$ cat src/rtl/spi_clk_nss_gen.sv
// spi_clk_nss_gen
//   Timing front-end for the SPI shift core. Divides clk_i down to sclk_o,
//   emits one-cycle pos/neg edge strobes aligned with the new sclk level,
//   drives the core start level st_o and sequences the active-low chip
//   selects through SETUP -> RUN -> HOLD around each transfer.
//
//   Optional: define SPI_NSS_GAP_EN to add gap_i and a GAP state after HOLD
//   that keeps busy_o high (nss released) for a minimum inter-transfer gap.
//
// Ports
//   clk_i, rst_i      system clock, async active-high reset
//   en_i              block enable; low aborts back to IDLE
//   div_i             sclk half-period minus one (clk cycles)
//   cpol_i            sclk idle level
//   nss_sel_i         one-hot chip-select target
//   setup_i, hold_i   nss-to-sclk and sclk-to-nss delays (0 behaves as 1)
//   gap_i             (SPI_NSS_GAP_EN) post-transfer gap (0 behaves as 1)
//   start_i           single-cycle transfer request
//   last_i            core's final bit in flight
//   st_o              core start level, high during RUN
//   pos_edge_o        sclk rose this cycle
//   neg_edge_o        sclk fell this cycle
//   sclk_o            SPI clock
//   nss_o             active-low chip selects
//   busy_o            transfer in progress
//   done_o            one-cycle completion strobe
module spi_clk_nss_gen #(
    parameter int DIV_WIDTH = 16,
    parameter int NSS_NUM   = 4,
    parameter int DLY_WIDTH = 8
) (
    input  logic                 clk_i,
    input  logic                 rst_i,
    input  logic                 en_i,
    input  logic [DIV_WIDTH-1:0] div_i,
    input  logic                 cpol_i,
    input  logic [NSS_NUM-1:0]   nss_sel_i,
    input  logic [DLY_WIDTH-1:0] setup_i,
    input  logic [DLY_WIDTH-1:0] hold_i,
`ifdef SPI_NSS_GAP_EN
    input  logic [DLY_WIDTH-1:0] gap_i,
`endif
    input  logic                 start_i,
    input  logic                 last_i,
    output logic                 st_o,
    output logic                 pos_edge_o,
    output logic                 neg_edge_o,
    output logic                 sclk_o,
    output logic [NSS_NUM-1:0]   nss_o,
    output logic                 busy_o,
    output logic                 done_o
);

`ifdef SPI_NSS_GAP_EN
    typedef enum logic [2:0] {IDLE, SETUP, RUN, HOLD, GAP} state_t;
`else
    typedef enum logic [1:0] {IDLE, SETUP, RUN, HOLD} state_t;
`endif

    localparam logic [DIV_WIDTH-1:0] DIV_ONE = DIV_WIDTH'(1);
    localparam logic [DLY_WIDTH:0]   DLY_ONE = (DLY_WIDTH+1)'(1);

    state_t                 state, state_d;

    // transfer configuration, captured at start
    logic [DIV_WIDTH-1:0]   div_q;
    logic                   cpol_q;
    logic [NSS_NUM-1:0]     nss_sel_q;
    logic [DLY_WIDTH-1:0]   setup_q;
    logic [DLY_WIDTH-1:0]   hold_q;
`ifdef SPI_NSS_GAP_EN
    logic [DLY_WIDTH-1:0]   gap_q;
`endif

    logic [DIV_WIDTH-1:0]   div_cnt, div_cnt_d;
    logic [DLY_WIDTH-1:0]   dly_cnt, dly_cnt_d;
    logic [DLY_WIDTH-1:0]   dly_lim;
    logic [DLY_WIDTH:0]     dly_nxt;
    logic                   dly_end;
    logic                   div_hit;
    logic                   load;

    logic                   st_d, pos_d, neg_d, sclk_d, busy_d, done_d;
    logic [NSS_NUM-1:0]     nss_d;

    assign load    = (state == IDLE) && start_i && en_i;
    assign div_hit = (div_cnt == div_q);

    // Delay phases last max(lim,1) cycles: the phase ends on the cycle where
    // the post-increment count reaches the limit (a limit of 0 ends at once).
    always_comb begin
        dly_lim = setup_q;
        case (state)
            HOLD:    dly_lim = hold_q;
`ifdef SPI_NSS_GAP_EN
            GAP:     dly_lim = gap_q;
`endif
            default: dly_lim = setup_q;
        endcase
    end

    assign dly_nxt = {1'b0, dly_cnt} + DLY_ONE;
    assign dly_end = (dly_nxt >= {1'b0, dly_lim});

    always_ff @(posedge clk_i or posedge rst_i) begin
        if (rst_i) begin
            div_q     <= '0;
            cpol_q    <= 1'b0;
            nss_sel_q <= '0;
            setup_q   <= '0;
            hold_q    <= '0;
`ifdef SPI_NSS_GAP_EN
            gap_q     <= '0;
`endif
        end else if (load) begin
            div_q     <= div_i;
            cpol_q    <= cpol_i;
            nss_sel_q <= nss_sel_i;
            setup_q   <= setup_i;
            hold_q    <= hold_i;
`ifdef SPI_NSS_GAP_EN
            gap_q     <= gap_i;
`endif
        end
    end

    always_ff @(posedge clk_i or posedge rst_i) begin
        if (rst_i) begin
            state      <= IDLE;
            div_cnt    <= '0;
            dly_cnt    <= '0;
            st_o       <= 1'b0;
            pos_edge_o <= 1'b0;
            neg_edge_o <= 1'b0;
            sclk_o     <= 1'b0;
            nss_o      <= '1;
            busy_o     <= 1'b0;
            done_o     <= 1'b0;
        end else begin
            state      <= state_d;
            div_cnt    <= div_cnt_d;
            dly_cnt    <= dly_cnt_d;
            st_o       <= st_d;
            pos_edge_o <= pos_d;
            neg_edge_o <= neg_d;
            sclk_o     <= sclk_d;
            nss_o      <= nss_d;
            busy_o     <= busy_d;
            done_o     <= done_d;
        end
    end

    always_comb begin
        state_d   = state;
        div_cnt_d = div_cnt;
        dly_cnt_d = dly_cnt;
        st_d      = st_o;
        pos_d     = 1'b0;
        neg_d     = 1'b0;
        sclk_d    = sclk_o;
        nss_d     = nss_o;
        busy_d    = busy_o;
        done_d    = 1'b0;

        case (state)
            IDLE: begin
                sclk_d    = cpol_i;
                div_cnt_d = '0;
                dly_cnt_d = '0;
                if (start_i && en_i) begin
                    state_d = SETUP;
                    nss_d   = ~nss_sel_i;
                    busy_d  = 1'b1;
                end
            end
            SETUP: begin
                if (dly_end) begin
                    state_d   = RUN;
                    dly_cnt_d = '0;
                    div_cnt_d = '0;
                    st_d      = 1'b1;
                end else begin
                    dly_cnt_d = dly_nxt[DLY_WIDTH-1:0];
                end
            end
            RUN: begin
                if (div_hit) begin
                    div_cnt_d = '0;
                    // Stop only where sclk would leave idle: the last bit's
                    // trailing edge has already happened, sclk sits at cpol.
                    if ((sclk_o == cpol_q) && last_i) begin
                        state_d = HOLD;
                        st_d    = 1'b0;
                    end else begin
                        sclk_d = ~sclk_o;
                        pos_d  = ~sclk_o;
                        neg_d  = sclk_o;
                    end
                end else begin
                    div_cnt_d = div_cnt + DIV_ONE;
                end
            end
            HOLD: begin
                if (dly_end) begin
                    dly_cnt_d = '0;
                    nss_d     = '1;
`ifdef SPI_NSS_GAP_EN
                    state_d   = GAP;
`else
                    state_d   = IDLE;
                    busy_d    = 1'b0;
                    done_d    = 1'b1;
`endif
                end else begin
                    dly_cnt_d = dly_nxt[DLY_WIDTH-1:0];
                end
            end
`ifdef SPI_NSS_GAP_EN
            GAP: begin
                if (dly_end) begin
                    dly_cnt_d = '0;
                    state_d   = IDLE;
                    busy_d    = 1'b0;
                    done_d    = 1'b1;
                end else begin
                    dly_cnt_d = dly_nxt[DLY_WIDTH-1:0];
                end
            end
`endif
            default: state_d = IDLE;
        endcase

        // Enable low wins over everything: silent abort, no done strobe.
        if (!en_i) begin
            state_d   = IDLE;
            div_cnt_d = '0;
            dly_cnt_d = '0;
            st_d      = 1'b0;
            pos_d     = 1'b0;
            neg_d     = 1'b0;
            sclk_d    = cpol_q;
            nss_d     = '1;
            busy_d    = 1'b0;
            done_d    = 1'b0;
        end
    end

endmodule
$ cat config.mk
export PLATFORM = sky130hd
export DESIGN_NAME = spi_clk_nss_gen
export DESIGN_NICKNAME = d
export VERILOG_FILES = /design/src/rtl/spi_clk_nss_gen.sv
export SDC_FILE = /design/constraint.sdc
export NUM_CORES = 1
export LEC_CHECK = 0
export BUFFER_PORTS_ARGS = -buffer_cell sky130_fd_sc_hd__buf_4
export CORE_ASPECT_RATIO = 0.7
export CORE_MARGIN = 3
export CORE_UTILIZATION = 50
export DETAILED_ROUTE_END_ITERATION = 7
export HOLD_SLACK_MARGIN = 0.03
export PLACE_DENSITY = 0.71
export SYNTH_ARGS = -nofsm -noshare
export SYNTH_HDL_FRONTEND = slang
export SYNTH_SLANG_ARGS = --single-unit
$ cat constraint.sdc
create_clock -name clk_i -period 6.4 [get_ports clk_i]
set_clock_uncertainty 0.1 [all_clocks]
set_input_delay 0.96 -clock clk_i [delete_from_list [all_inputs] [get_ports clk_i]]
set_output_delay 0.96 -clock clk_i [all_outputs]
set_load 0.03 [all_outputs]
==> run_results.csv <==
group,metric,value,unit
floorplanning,dieArea,0.008484,mm^2
floorplanning,initial_core_util,53.04,%
synthesis,synth_cell_types,52,
layout,drive_gt1_share,30.61,%
synthesis,synth_xor_xnor_area_share,5.445,%
synthesis,synth_simple_gate_area_share,13.22,%
critical_path,cp-end-kind,"flip-flop",
synthesis,synth_nets,391,
drt,drtIter0Drc,216,
global_route,grt_max_degree,70,
sta,slew_headroom,36.25,%
cts,clk_pin_slew,0.08,ns
layout,finalNetCount,444,
placed_design,place_hpwl,5939,um
sta,finalHoldViolCount,0,
job,cap_violations,0,
hold_path,min_to,"nss_o[3]",
critical_path,cp-start-kind,"flip-flop",
global_route,grt_pass1_vias,2728,
synthesis,post_synth.cell_area_avg,11.08,um^2
critical_path,cp.arrival,3.94,ns
synthesis,synthCells,334,
synthesis,yosysSeqAreaShare,46.80,%
global_route,antenna_found_initial,0,
power,fin_total_pwr,0.001583,W
floorplanning,die_x,108.8,um
floorplanning,die_h,77.97,um
sta,fin_crit,3.779,ns
critical_path,reg2reg_to,"div_cnt[13]",
cts,clkSinkCount,69,
synthesis,synth.cell_area,0.003700,mm^2
synthesis,synth_top_cell_by_area,"dfrtp_1",
hold_path,worstHoldStart,"nss_o[3]",
sta,rsz0062_at_grt,"no",
layout,mostFrequentLayoutCells,"dfrtp_1 (65), buf_4 (54), mux2_2 (36), nand2_1 (26), xnor2_1 (19)",
sta,clock.fmax,264.6,MHz
power,p_leak,1.895,nW
global_route,grt_pass1_wl,13770,um
power,vdd_drop_max,200.5,uV
drt,ant_nets,0,
cts,root_buffer,"clkbuf_8",
global_route,grt_usage,20.93,%
synthesis,synth_top_area_share,43.96,%
cts,h-tree-depth,3,
layout,final_core_util,62.67,%
hold_path,worstHoldPathCells,1,
sta,maxSlewViolCount,0,
hold_path,hold_class,"flip-flop to flip-flop",
sta,worst_pin_slew,0.9489,ns
layout,n_antenna_cell,0,
sta,tns,0,ns
synthesis,synth_warnings,0,
critical_path,critPathKind,"flip-flop to flip-flop",
critical_path,cp.required,6.57,ns
synthesis,synthMuxAreaShare,13.12,%
run_status,status,"finished, final reports clean",
critical_path,r2r_slack,2.62,ns
synthesis,synthArstFlopShare,100.0,%
cts,cts_post_setup_buffers_inserted,0,
synthesis,synth-seq-cells,69,
placed_design,port_buffers,51,
drt,drt_pass1_iterations,5,
critical_path,timing.critical_path.fanout_max,16,
sta,period_share,59.04,%
synthesis,synth_area_leaders,"dfrtp_1 (44%), mux2_2 (11%), ha_1 (5.1%), xnor2_1 (4.5%), dfstp_2 (2.8%)",
synthesis,synth_fa_ha_area_share,5.073,%
critical_path,startpoint,"state[0]",
global_route,grt-ovfl-total,0,
floorplanning,io_pins,52,
cts,cts_inserted_buffers,9,
synthesis,ys.flop_type,"dfrtp_1",
drt,via_per_inst,5.673,
sta,final-setup-viol-count,0,
layout,final_common_cell,"dfrtp_1",
drt,drc,0,
synthesis,synth_compound_area_share,13.36,%
drt,num_vias,2757,
cts,cts_tree,"built",
layout,areaGrowthSynthToFinish,18.16,%
floorplanning,num_rows,25,
cts,cts_buffer_depth,2,
power,power_density,362.2,mW/mm^2
cts,clkLatencyLatePin,0.35,ns
cts,hold_buffers,0,
synthesis,synth_edf_count,0,
critical_path,rr_startpoint,"state[0]",
placed_design,place.gp.congestion,0.8576,
floorplanning,core,0.006975,mm^2
critical_path,worst_r2r_path_depth,9,
cts,cts_resized,0,
synthesis,synth_top_family_by_area,"compound AO/OA/AOI/OAI gates",
drt,wire_per_inst,16.70,um
drt,drt-total-wl,8114,um
[cell usage after synthesis, types with 8 or more instances]
cell type  instances
mux2_2            36
a21oi_1           13
inv_1             16
nand2_1           26
o21ai_0           18
dfrtp_1           65
ha_1              15
nand4_1           10
mux2i_1            8
xnor2_1           19
[worst max-delay path by stage]
| stage | end | cells past startpoint |
|---|---|---|
| floorplan | state[1] | 12 |
| global placement | div_cnt[15] | 9 |
| detailed placement | div_cnt[11] | 9 |
| CTS | div_cnt[13] | 9 |
| global route | div_cnt[13] | 9 |
| finish | div_cnt[13] | 9 |
[metal layers]
metal  routed length [um]  vias to the layer above  track usage [%]
met4                   63                        0            5.170
met1                 4353                     1335            32.72
met2                 3249                       77            28.30
met3                  448                        6            5.819
li1                     -                     1339                -
met5                    0                        -                0
[cell families after synthesis]
kind of cell | count (synthesis)
simple gates | 84
compound gates | 71
flops | 69
mux | 44
buf+inv | 28
xor+xnor | 23
fa+ha+maj | 15
[state kept, by name, indices dropped and copies added, names as in the netlist, 2 cells and up]
register and cells:
div_cnt 16, div_q 16, dly_cnt 8, hold_q 8
setup_q 8, nss_o 4, state 2
[worst max-delay path: stages, from the launching register on]
cell and delay (ns):
dfrtp_1 0.38, ha_1 0.66, mux2_2 0.42, ha_1 0.26
nand2b_1 0.13, a2111oi_0 0.40, o21ai_1 0.21, o21ai_1 0.68
a21oi_2 0.26, a21oi_1 0.19
[through the flow]
step | instances | setup WS [ns] | cell area [um^2] | hold WS (ns)
finish | 486 | 2.621 | 4372 | 0.4068
global route | 486 | 2.320 | 4372 | 0.4220
CTS | 486 | 2.647 | 4372 | 0.4092
detailed placement | 470 | 2.672 | 4173 | 0.3924
global placement | 470 | 2.732 | 4173 | 0.3892
floorplan | 334 | 3.382 | 3700 | 0.3737
[power by group]
group	leakage (nW)	switching [W]	internal (W)
Clock	0.0935	0.000174	0.000183
Combinational	0.929	0.000290	0.000281
Sequential	0.873	0.0000887	0.000566
Total	1.90	0.000553	0.00103
[area by class of cell]
type                    instances  area (um^2)
clock buffers                  10        127.6
clock inverters                 6        71.32
fillers                       560         2604
inverters                      16        60.06
multi-input cells             237         1858
flip-flops and latches         69         1732
well taps                      94        117.6
repair buffers                 54        405.4
(Power assumes the default switching activity.)
